### config.mk
export PLATFORM = sky130hd
export DESIGN_NAME = change_capture_queue
export DESIGN_NICKNAME = d
export VERILOG_FILES = /design/src/rtl/change_capture_queue.sv
export SDC_FILE = /design/constraint.sdc
export NUM_CORES = 1
export LEC_CHECK = 0
export ABC_AREA = 0
export BUFFER_PORTS_ARGS = -buffer_cell sky130_fd_sc_hd__buf_2
export CAP_MARGIN = 0
export CORE_MARGIN = 3
export CORE_UTILIZATION = 55
export CTS_CLUSTER_DIAMETER = 100
export DETAILED_ROUTE_END_ITERATION = 10
export PLACE_DENSITY = 0.74
export SYNTH_ARGS = -nofsm -noshare
export SYNTH_HDL_FRONTEND = slang
export SYNTH_SLANG_ARGS = --single-unit
export TNS_END_PERCENT = 5
### constraint.sdc
create_clock -name clk -period 7.4 [get_ports clk]
set_clock_uncertainty 0.1 [all_clocks]
set_input_delay 0.74 -clock clk [delete_from_list [all_inputs] [get_ports clk]]
set_output_delay 0.74 -clock clk [all_outputs]
set_load 0.005 [all_outputs]
### src/rtl/change_capture_queue.sv
// Change capture queue: timestamps each change of a sampled word and
// buffers {value, ts} pairs in a small FIFO with a sticky drop counter.
// Ports: clk, reset (sync, active-high); io_en/io_in sample input;
// io_clear clears overflow/drops; io_out_* valid/ready head entry;
// io_overflow, io_drops, io_count status, all driven from registers.
module change_capture_queue #(
  parameter int DEPTH  = 4,
  parameter int TS_W   = 16,
  parameter int DROP_W = 8
) (
  input  logic                       clk,
  input  logic                       reset,
  input  logic                       io_en,
  input  logic [31:0]                io_in,
  input  logic                       io_clear,
  input  logic                       io_out_ready,
  output logic                       io_out_valid,
  output logic [31:0]                io_out_bits_data,
  output logic [TS_W-1:0]            io_out_bits_ts,
  output logic                       io_overflow,
  output logic [DROP_W-1:0]          io_drops,
  output logic [$clog2(DEPTH):0]     io_count
);

  localparam int AW = $clog2(DEPTH);
  localparam int CW = AW + 1;
  localparam logic [CW-1:0] FULL = CW'(DEPTH);

  logic [31:0]     data_mem [DEPTH];
  logic [TS_W-1:0] ts_mem   [DEPTH];

  logic [31:0]     prev_q;
  logic [TS_W-1:0] ts_q;
  logic [AW-1:0]   head_q;
  logic [AW-1:0]   tail_q;
  logic [CW-1:0]   cnt_q;
  logic            valid_q;
  logic            ovf_q;
  logic [DROP_W-1:0] drops_q;

  logic          chg;
  logic          deq;
  logic          enq;
  logic          drop;
  logic          full;
  logic [CW-1:0] cnt_nxt;

  always_comb begin
    chg  = io_en && (io_in != prev_q);
    deq  = valid_q && io_out_ready;
    full = (cnt_q == FULL);
    // a full queue still accepts when the head leaves this cycle
    enq  = chg && (!full || deq);
    drop = chg && full && !deq;
    cnt_nxt = cnt_q;
    unique case (1'b1)
      enq && !deq: cnt_nxt = cnt_q + CW'(1);
      !enq && deq: cnt_nxt = cnt_q - CW'(1);
      default:     cnt_nxt = cnt_q;
    endcase
  end

  always_ff @(posedge clk) begin
    if (reset) begin
      prev_q  <= '0;
      ts_q    <= '0;
      head_q  <= '0;
      tail_q  <= '0;
      cnt_q   <= '0;
      valid_q <= 1'b0;
      ovf_q   <= 1'b0;
      drops_q <= '0;
      for (int i = 0; i < DEPTH; i++) begin
        data_mem[i] <= '0;
        ts_mem[i]   <= '0;
      end
    end else begin
      ts_q <= ts_q + TS_W'(1);
      if (io_en) prev_q <= io_in;
      if (enq) begin
        data_mem[tail_q] <= io_in;
        ts_mem[tail_q]   <= ts_q;
        tail_q <= tail_q + AW'(1);
      end
      if (deq) head_q <= head_q + AW'(1);
      cnt_q   <= cnt_nxt;
      valid_q <= (cnt_nxt != '0);
      // clear takes effect first, then a same-cycle drop counts once
      if (io_clear) begin
        ovf_q   <= drop;
        drops_q <= drop ? DROP_W'(1) : '0;
      end else if (drop) begin
        ovf_q   <= 1'b1;
        if (!(&drops_q)) drops_q <= drops_q + DROP_W'(1);
      end
    end
  end

  assign io_out_valid     = valid_q;
  assign io_out_bits_data = data_mem[head_q];
  assign io_out_bits_ts   = ts_mem[head_q];
  assign io_overflow      = ovf_q;
  assign io_drops         = drops_q;
  assign io_count         = cnt_q;

endmodule

==> results of run 1 <==
[metrics by stage]
stage          utilization  power (mW)  std cells
3_3_place_gp         0.604        2.35       1153
5_1_grt              0.644        3.67       1201
6_report             0.644        3.53       1202
3_5_place_dp         0.604        2.35       1153
2_1_floorplan            -        2.14        824
4_1_cts              0.644        3.55       1201
[state kept, by name (all words and copies together) (netlist names), named ones only]
signal	count
data_mem	128
ts_mem	64
prev_q	32
ts_q	16
io_drops	8
io_count	3
head_q	2
tail_q	2
io_out_valid	1
io_overflow	1
[critical path, delay by kind of cell]
family / cells / cell delay (ns)
AOI/OAI and AO/OA: 2 / 0.85
buffers and inverters: 3 / 0.61
adders and majority gates: 2 / 0.62
and+or+nand+nor: 3 / 0.82
xor gates and xnor gates: 3 / 0.48
[how the worst max path moves through the flow]
stage               slack, ns  startpoint              to  cells past startpoint
floorplan                4.12    io_in[0]  data_mem[2][0]                      6
detailed placement       3.01   io_in[17]    io_out_valid                     13
finish                   3.54   io_in[15]    io_out_valid                     13
global placement         3.12   io_in[17]    io_out_valid                     13
CTS                      3.54  prev_q[11]    io_out_valid                     12
global route             3.29  prev_q[11]    io_out_valid                     12
[layer usage]
| layer | global-route usage | routed length [um] |
|---|---|---|
| met2 | 0.345 | 11100 |
| met1 | 0.324 | 10600 |
| met5 | 0 | 0 |
| met4 | 0.0471 | 449 |
| met3 | 0.0384 | 1380 |
[final cells by class]
cell class,instances,area share
clock inverters,12,0.00524
diodes,1,0.000198
repair buffers,112,0.0472
multi-input cells,512,0.301
flip-flops and latches,259,0.562
clock buffers,36,0.0567
well taps,265,0.0262
inverters,5,0.00148
[where the power goes]
| group | total [mW] | leakage (nW) | switching (mW) | internal (mW) |
|---|---|---|---|---|
| registers | 1.79 | 2.56 | 0.0902 | 1.70 |
| clock network | 1.21 | 0.391 | 0.533 | 0.678 |
| logic | 0.525 | 1.92 | 0.271 | 0.254 |
[cell usage after synthesis, types with 5 or more instances]
cell	number	area share
a21oi_1	12	0.0054
and2_1	82	0.046
and3_1	7	0.0039
buf_1	8	0.0027
buf_2	7	0.0031
buf_4	5	0.0034
clkbuf_1	26	0.0088
dfxtp_1	67	0.12
edfxtp_1	192	0.52
inv_1	5	0.0017
mux2i_1	33	0.030
mux4_2	48	0.097
nand2_1	9	0.0030
nand2b_1	32	0.018
nand3_1	9	0.0040
nand4_1	7	0.0039
nor2_1	173	0.058
nor4_1	10	0.0056
o21ai_0	11	0.0049
or3_1	10	0.0056
xnor2_1	6	0.0047
xor2_1	42	0.033
[logic make-up (layout without fill, tap and decap cells)]
logic type | after synthesis | after routing | share of synthesized area
xor gates and xnor gates | 48 | 48 | 0.0378
muxes | 81 | 81 | 0.127
other | 0 | 1 | 0
and+or+nand+nor | 349 | 349 | 0.155
AOI/OAI and AO/OA | 30 | 30 | 0.0155
buffers and inverters | 53 | 165 | 0.0217
adders and majority gates | 4 | 4 | 0.00517
DFF | 259 | 259 | 0.638
==> flow_summary.ini, run 1 <==
[cts]
post-cts-setup-buffers = 0
cts.path.max_buffers = 3
path_clk_slew_ns = 0.06
insertion_delay_ns = 0.53
cts_buffers = 26
cts_resized = 0
hold_buffers = 0
tritoncts = yes
clock-sinks = 259
cts-root-buf = clkbuf_16
htreeDepth = 1

[setup_path]
slowest_stage = o211ai_2
path_common_cell = xor2_1
path_max_fanout = 19
crit_path_end_kind = flop
crit_path_max_incr_delay_ns = 0.75
path_cells = buf_2, xor2_1, nor4_1, nand4_1, o211ai_2, buf_4, ha_1, inv_1, fa_1, xor2_1, nor2_1, xnor2_1, a21oi_1
cp-start-kind = primary input
worstPathRequired_ns = 7.68
worstPathArrival_ns = 4.14
reg2reg_slack_ns = 3.55
worst-setup-path-type = in2reg
reg2reg_depth = 12
r2r_end = io_out_valid
worstReg2RegStart = prev_q[11]

[sta]
maxSlewHeadroom = 0.313
period_minus_slack_ns = 3.86
report.final.slew_viol_count = 0
finalCritPeriodShare = 0.522
rsz0062_at_grt = no
tightest_slew_ns = 1.03
finalSetupViolCount = 0
fin_tns_setup_ns = 0
max_freq_mhz = 259
setup_slack_ns = 3.54
holdWs_ns = 0.383
finalHoldViolations = 0

[route]
routedWlPerCell_um = 19.6
drc = 0
antenna_left = 0
wl_um = 23600
avgViaCountPerCell = 5.60
num_vias = 6735
first_pass_iters = 5
drtIter0Drc = 522

[synthesis]
synthCells = 824
synth_area_sq_um = 11100
synth_seq_cells = 259
ys_types = 38
synth_edf_count = 192
async_flop_share = 0
ys_warn_count = 0
synth_flop_cell = edfxtp_1
ys_seq_area_frac = 0.638
synth_area_per_cell_sq_um = 13.5
synth_nets = 865

[power_and_ir_drop]
p_per_area_nw_per_um2 = 278
ir_drop_mv = 0.166
p_leak_nw = 4.87

[finish]
drive_above_1_share = 0.223
layout.nets = 957
area_growth_pct = 13.7
seqCellArea_sq_um = 7110
num-fill-cells = 1531
final_cell_mix = edfxtp_1 (192), nor2_1 (172), buf_2 (97)
multi_input_area_sq_um = 3810
layout_commonest_cell = edfxtp_1
fin_area_sq_um = 12700

[hold_path]
hold_class = reg2reg
min_to = ts_q[0]
min_from = ts_q[0]
whs_path_depth = 1

[global_routing]
globalRouteOverflowTotal = 0
grt_max_degree = 69
grt_pass1_vias = 6706
grt.total_usage = 0.218
antenna_found_initial = 0
grt_first_pass_wirelength_um = 37600

[place]
routabilityCongestion = 0.786
dpl_cell_area_sq_um = 11900
portBuffers = 97
hpwl_um = 14600
dp_slack_ns = 3.01

[die]
dieArea_sq_um = 22000
die_x_um = 148
num_rows = 51
start_util = 0.566
core_sq_um = 19700
ios = 98
die_y_um = 148

[outcome]
status = finished clean

[run]
cap_violations = 0
Power figures use the tool's default switching activity.
==> inputs of run 2 (changes only) <==
--- a/config.mk
+++ b/config.mk
@@ -9,10 +9,10 @@
 export BUFFER_PORTS_ARGS = -buffer_cell sky130_fd_sc_hd__buf_2
 export CAP_MARGIN = 0
 export CORE_MARGIN = 3
-export CORE_UTILIZATION = 55
+export CORE_UTILIZATION = 54
 export CTS_CLUSTER_DIAMETER = 100
 export DETAILED_ROUTE_END_ITERATION = 10
-export PLACE_DENSITY = 0.74
+export PLACE_DENSITY = 0.76
 export SYNTH_ARGS = -nofsm -noshare
 export SYNTH_HDL_FRONTEND = slang
 export SYNTH_SLANG_ARGS = --single-unit
==> constraint.sdc (replaced) <==
create_clock -name clk -period 3.1 [get_ports clk]
set_clock_uncertainty 0.1 [all_clocks]
set_input_delay 0.31 -clock clk [delete_from_list [all_inputs] [get_ports clk]]
set_output_delay 0.31 -clock clk [all_outputs]
set_load 0.005 [all_outputs]
==> flow_summary.ini, run 2 (synthesis gave the netlist of run 1 again) <==
[cts]
cts.path.max_buffers = 3
tritoncts = yes
clock-sinks = 259
cts_buffers = 26
insertion_delay_ns = 0.52
htreeDepth = 1
cts-root-buf = clkbuf_16
cts_resized = 0
path_clk_slew_ns = 0.06

[setup_path]
cp-start-kind = flop
worstPathArrival_ns = 3.15
crit_path_end_kind = flop
path_max_fanout = 2
worstPathRequired_ns = 3.38
worst-setup-path-type = reg2reg

[finish]
num-fill-cells = 1441
reg_top3 = data_mem x128, ts_mem x64, prev_q x32
final_cell_mix = edfxtp_1 (192), nor2_1 (173), buf_2 (97)
final_util = 0.651
seqCellArea_sq_um = 7110
largest_reg_flops = 128
layout_commonest_cell = edfxtp_1
drive_above_1_share = 0.236
area_growth_pct = 16.0
diodes = 0
multi_input_area_sq_um = 3810
layout.nets = 977
largest_register = data_mem

[route]
routedWlPerCell_um = 19.2
antenna_left = 0
num_vias = 6778
drc = 0
drtIter0Drc = 477
avgViaCountPerCell = 5.55
wl_um = 23400
first_pass_iters = 5

[sta]
period_minus_slack_ns = 2.86
finalHoldViolations = 0
maxSlewHeadroom = 0.604
rsz0062_at_grt = no
finalSetupViolCount = 0
fin_tns_setup_ns = 0
max_freq_mhz = 349
holdWs_ns = 0.0110
report.final.slew_viol_count = 0
finalCritPeriodShare = 0.924
tightest_slew_ns = 0.595

[die]
core_sq_um = 19800
die_y_um = 150
die_x_um = 150
start_util = 0.561
num_rows = 51
ios = 98
dieArea_sq_um = 22400

[global_routing]
grt_pass1_vias = 6744
grt_first_pass_wirelength_um = 37000
grt.total_usage = 0.213
globalRouteOverflowTotal = 0
grt_max_degree = 52
antenna_found_initial = 0

[power_and_ir_drop]
p_per_area_nw_per_um2 = 660
p_leak_nw = 5.01
ir_drop_mv = 0.438

[outcome]
status = finished clean

[hold_path]
hold_class = in2reg

[place]
portBuffers = 97
routabilityCongestion = 0.788
hpwl_um = 14800

[run]
cap_violations = 0
[run 2: cell types whose count changed in the layout (fill, tap and decap cells not counted), moves of 2 or more]
cell           before  now
dlygate4sd3_1       0    5
clkbuf_1            7    5
buf_12              0    6
clkinv_2            7   10
buf_4              15   24
clkbuf_8            3    1
[run 2: cell type report]
class,instances,area share
clock inverter,15,0.00765
clock buffer,33,0.0548
timing repair buffer,132,0.0647
inverter,5,0.00145
tap,265,0.0257
sequential,259,0.551
multi-input combinational,512,0.295
[run 2: path summary, 6_finish.rpt]
path	start	end	slack, ns	depth (start not counted)
min reg2reg	io_overflow	io_overflow	0.38	2
min	io_in[5]	prev_q[5]	0.01	3
max reg2reg	prev_q[15]	io_out_valid	0.24	11
max	prev_q[15]	io_out_valid	0.24	11
[run 2: power by group]
part | leakage (nW) | switching [mW] | internal, mW | total [mW]
clock | 0.404 | 1.26 | 1.70 | 2.95
sequential | 2.56 | 0.128 | 4.06 | 4.18
combinational | 2.04 | 0.737 | 0.655 | 1.39
total | 5.01 | 2.12 | 6.41 | 8.53
[run 2: worst max-delay path, stage by stage (launching register included)]
cell and delay [ns]:
dfxtp_1 0.32, xor2_1 0.19, nor4_1 0.44, nand4_1 0.26, o211ai_2 0.24, ha_1 0.21, inv_1 0.06, fa_1 0.39
xor2_1 0.16, nor2_1 0.11, xnor2_1 0.15, a21oi_1 0.09
[run 2: repair_timing]
| item | CTS | global route |
|---|---|---|
| hold buffers | 5 | 0 |
| endpoints found under the hold margin | 5 | 0 |
| buffers inserted | 0 | 0 |
[run 2: stage by stage]
| step | power, mW | worst slack (ns) | cell area, sq um | std cells |
|---|---|---|---|---|
| finish | 8.53 | 0.236 | 12900 | 1221 |
| global route | 8.87 | 0.000613 | 12900 | 1221 |
| CTS | 8.60 | 0.228 | 12900 | 1221 |
| detailed placement | 5.66 | 0.185 | 12100 | 1168 |
| global placement | 5.64 | 0.225 | 12100 | 1168 |
| floorplan | 5.10 | 0.241 | 11100 | 824 |
[run 2: routing by layer]
layer  track usage  vias up  part of all wire
met5             0        -                 0
met4        0.0485        0             0.015
met3        0.0321       26             0.077
met2         0.341      238              0.47
met1         0.315     3345              0.44
li1              -     3169                 -
==> inputs of run 3 (changes only) <==
--- a/config.mk
+++ b/config.mk
@@ -13,6 +13,7 @@
 export CTS_CLUSTER_DIAMETER = 100
 export DETAILED_ROUTE_END_ITERATION = 10
 export PLACE_DENSITY = 0.76
+export SETUP_SLACK_MARGIN = 0.5
 export SYNTH_ARGS = -nofsm -noshare
 export SYNTH_HDL_FRONTEND = slang
 export SYNTH_SLANG_ARGS = --single-unit
==> flow_summary.ini, run 3 (synthesis gave the netlist of run 1 again) <==
[outcome]
status = finished clean

[place]
routabilityCongestion = 0.774
hpwl_um = 15100
portBuffers = 97
dp_slack_ns = 0.243

[route]
dr_wl_met3_um = 1640
avgViaCountPerCell = 5.62
num_vias = 6867
routedWlPerCell_um = 19.7
wl_um = 24100
drt-met1-wl_um = 10500
antenna_left = 0
wl_met2_um = 11600
drc = 0
drtIter0Drc = 560
first_pass_iters = 5
dr.max_layer_used = met4

[setup_path]
worstReg2RegStart = prev_q[26]
crit_path_end_kind = flop
critical_path.top_delay_family = simple AND/OR/NAND/NOR gates
cp-start-kind = flop
critPathBufInv = 1
worstPathArrival_ns = 3.00
crit_path_max_incr_delay_ns = 0.52
worstPathRequired_ns = 3.42
path_common_cell = nor2_1
path_cells = xor2_2, nor4_2, nand4_1, o211ai_2, ha_2, inv_2, fa_2, nor2b_4, nor2_1, nor2_1, a21oi_1
slowest_stage = fa_2
path_max_fanout = 2
worst-setup-path-type = reg2reg
cp-startpoint = prev_q[26]

[power_and_ir_drop]
p_leak_nw = 5.00
ir_drop_mv = 0.379
seq_power_share = 0.491
p_per_area_nw_per_um2 = 661
p_sw_frac = 0.250
p_comb_frac = 0.165
p_int_mw = 6.44
clkPwrFrac = 0.344
power.total_mw = 8.59
switchingPower_mw = 2.14

[cts]
path_clk_slew_ns = 0.06
cts_buffers = 26
insertion_delay_ns = 0.53
clock-sinks = 259
tritoncts = yes
htreeDepth = 1
cts-root-buf = clkbuf_16
cts.path.max_buffers = 3

[sta]
finalSetupViolCount = 0
max_freq_mhz = 373
period_minus_slack_ns = 2.68
setup_slack_ns = 0.415
report.final.slew_viol_count = 0
finalHoldViolations = 0
fin_tns_setup_ns = 0
maxSlewHeadroom = 0.611
finalCritPeriodShare = 0.866
rsz0062_at_grt = yes
tightest_slew_ns = 0.583

[finish]
area_growth_pct = 16.7
layout_commonest_cell = edfxtp_1
layout.nets = 978
drive_above_1_share = 0.248
reg_top3 = data_mem x128, ts_mem x64, prev_q x32
largest_register = data_mem
diodes = 0
largest_reg_flops = 128
final_cell_mix = edfxtp_1 (192), nor2_1 (173), buf_2 (97)

[die]
ios = 98
start_util = 0.561
core_sq_um = 19800
dieArea_sq_um = 22400
num_rows = 51
die_y_um = 150
die_x_um = 150

[hold_path]
min_from = io_in[16]
hold_class = in2reg

[run]
cap_violations = 0

[global_routing]
globalRouteOverflowTotal = 0
grt.total_usage = 0.218
antenna_found_initial = 0
grt_first_pass_wirelength_um = 37900
grt_max_degree = 38
grt_pass1_vias = 6921
[run 3: per-layer routing]
layer	GRT usage	up-vias
met3	0.0339	28
met2	0.347	231
met1	0.323	3444
met5	0	-
li1	-	3164
met4	0.0499	0
[run 3: final timing paths]
path | end | cells past startpoint | slack [ns]
max | io_out_valid | 11 | 0.42
min | prev_q[16] | 3 | 0.02
min reg2reg | io_overflow | 2 | 0.38
max reg2reg | io_out_valid | 11 | 0.42
[run 3: per-stage QoR]
step / instance area, sq um / std cells / util / hold slack (ns)
after global routing: 13000 / 1222 / 0.655 / 0.00566
after floorplan: 11100 / 824 / - / 0.338
after CTS: 13000 / 1222 / 0.653 / 0.00133
after detailed placement: 12100 / 1168 / 0.608 / 0.371
after global placement: 12100 / 1168 / 0.608 / 0.358
final: 13000 / 1222 / 0.655 / 0.0165
[run 3: power groups by stage]
stage / clock network (mW) / registers, mW / logic (mW)
after detailed placement: 0 / 4.29 / 1.37
after CTS: 2.99 / 4.22 / 1.43
after floorplan: 0 / 4.21 / 0.887
after global placement: 0 / 4.28 / 1.36
final: 2.95 / 4.22 / 1.42
after global routing: 3.14 / 4.25 / 1.54
[run 3: area by class of cell]
class	count	area, sq um
Sequential cell	259	7120
Fill cell	1445	6850
Multi-Input combinational cell	512	3880
Timing Repair Buffer	133	847
Clock buffer	37	723
Tap cell	265	332
Clock inverter	11	75.1
Inverter	5	18.8
[run 3: worst reg2reg max path, cell delays in order (launching register included)]
cell and delay (ns):
dfxtp_2 0.34, xor2_2 0.16, nor4_2 0.32, nand4_1 0.24
o211ai_2 0.28, ha_2 0.23, inv_2 0.04, fa_2 0.52
nor2b_4 0.14, nor2_1 0.05, nor2_1 0.09, a21oi_1 0.07
[run 3: timing repair]
| action | CTS | global route |
|---|---|---|
| gates cloned | 0 | 0 |
| gates resized for setup | 9 | 10 |
| setup buffers | 2 | 0 |
| endpoints found under the hold margin | 4 | 0 |
| setup endpoints to repair | 217 | 363 |
| hold buffers | 4 | 0 |
| pin swaps | 6 | 14 |
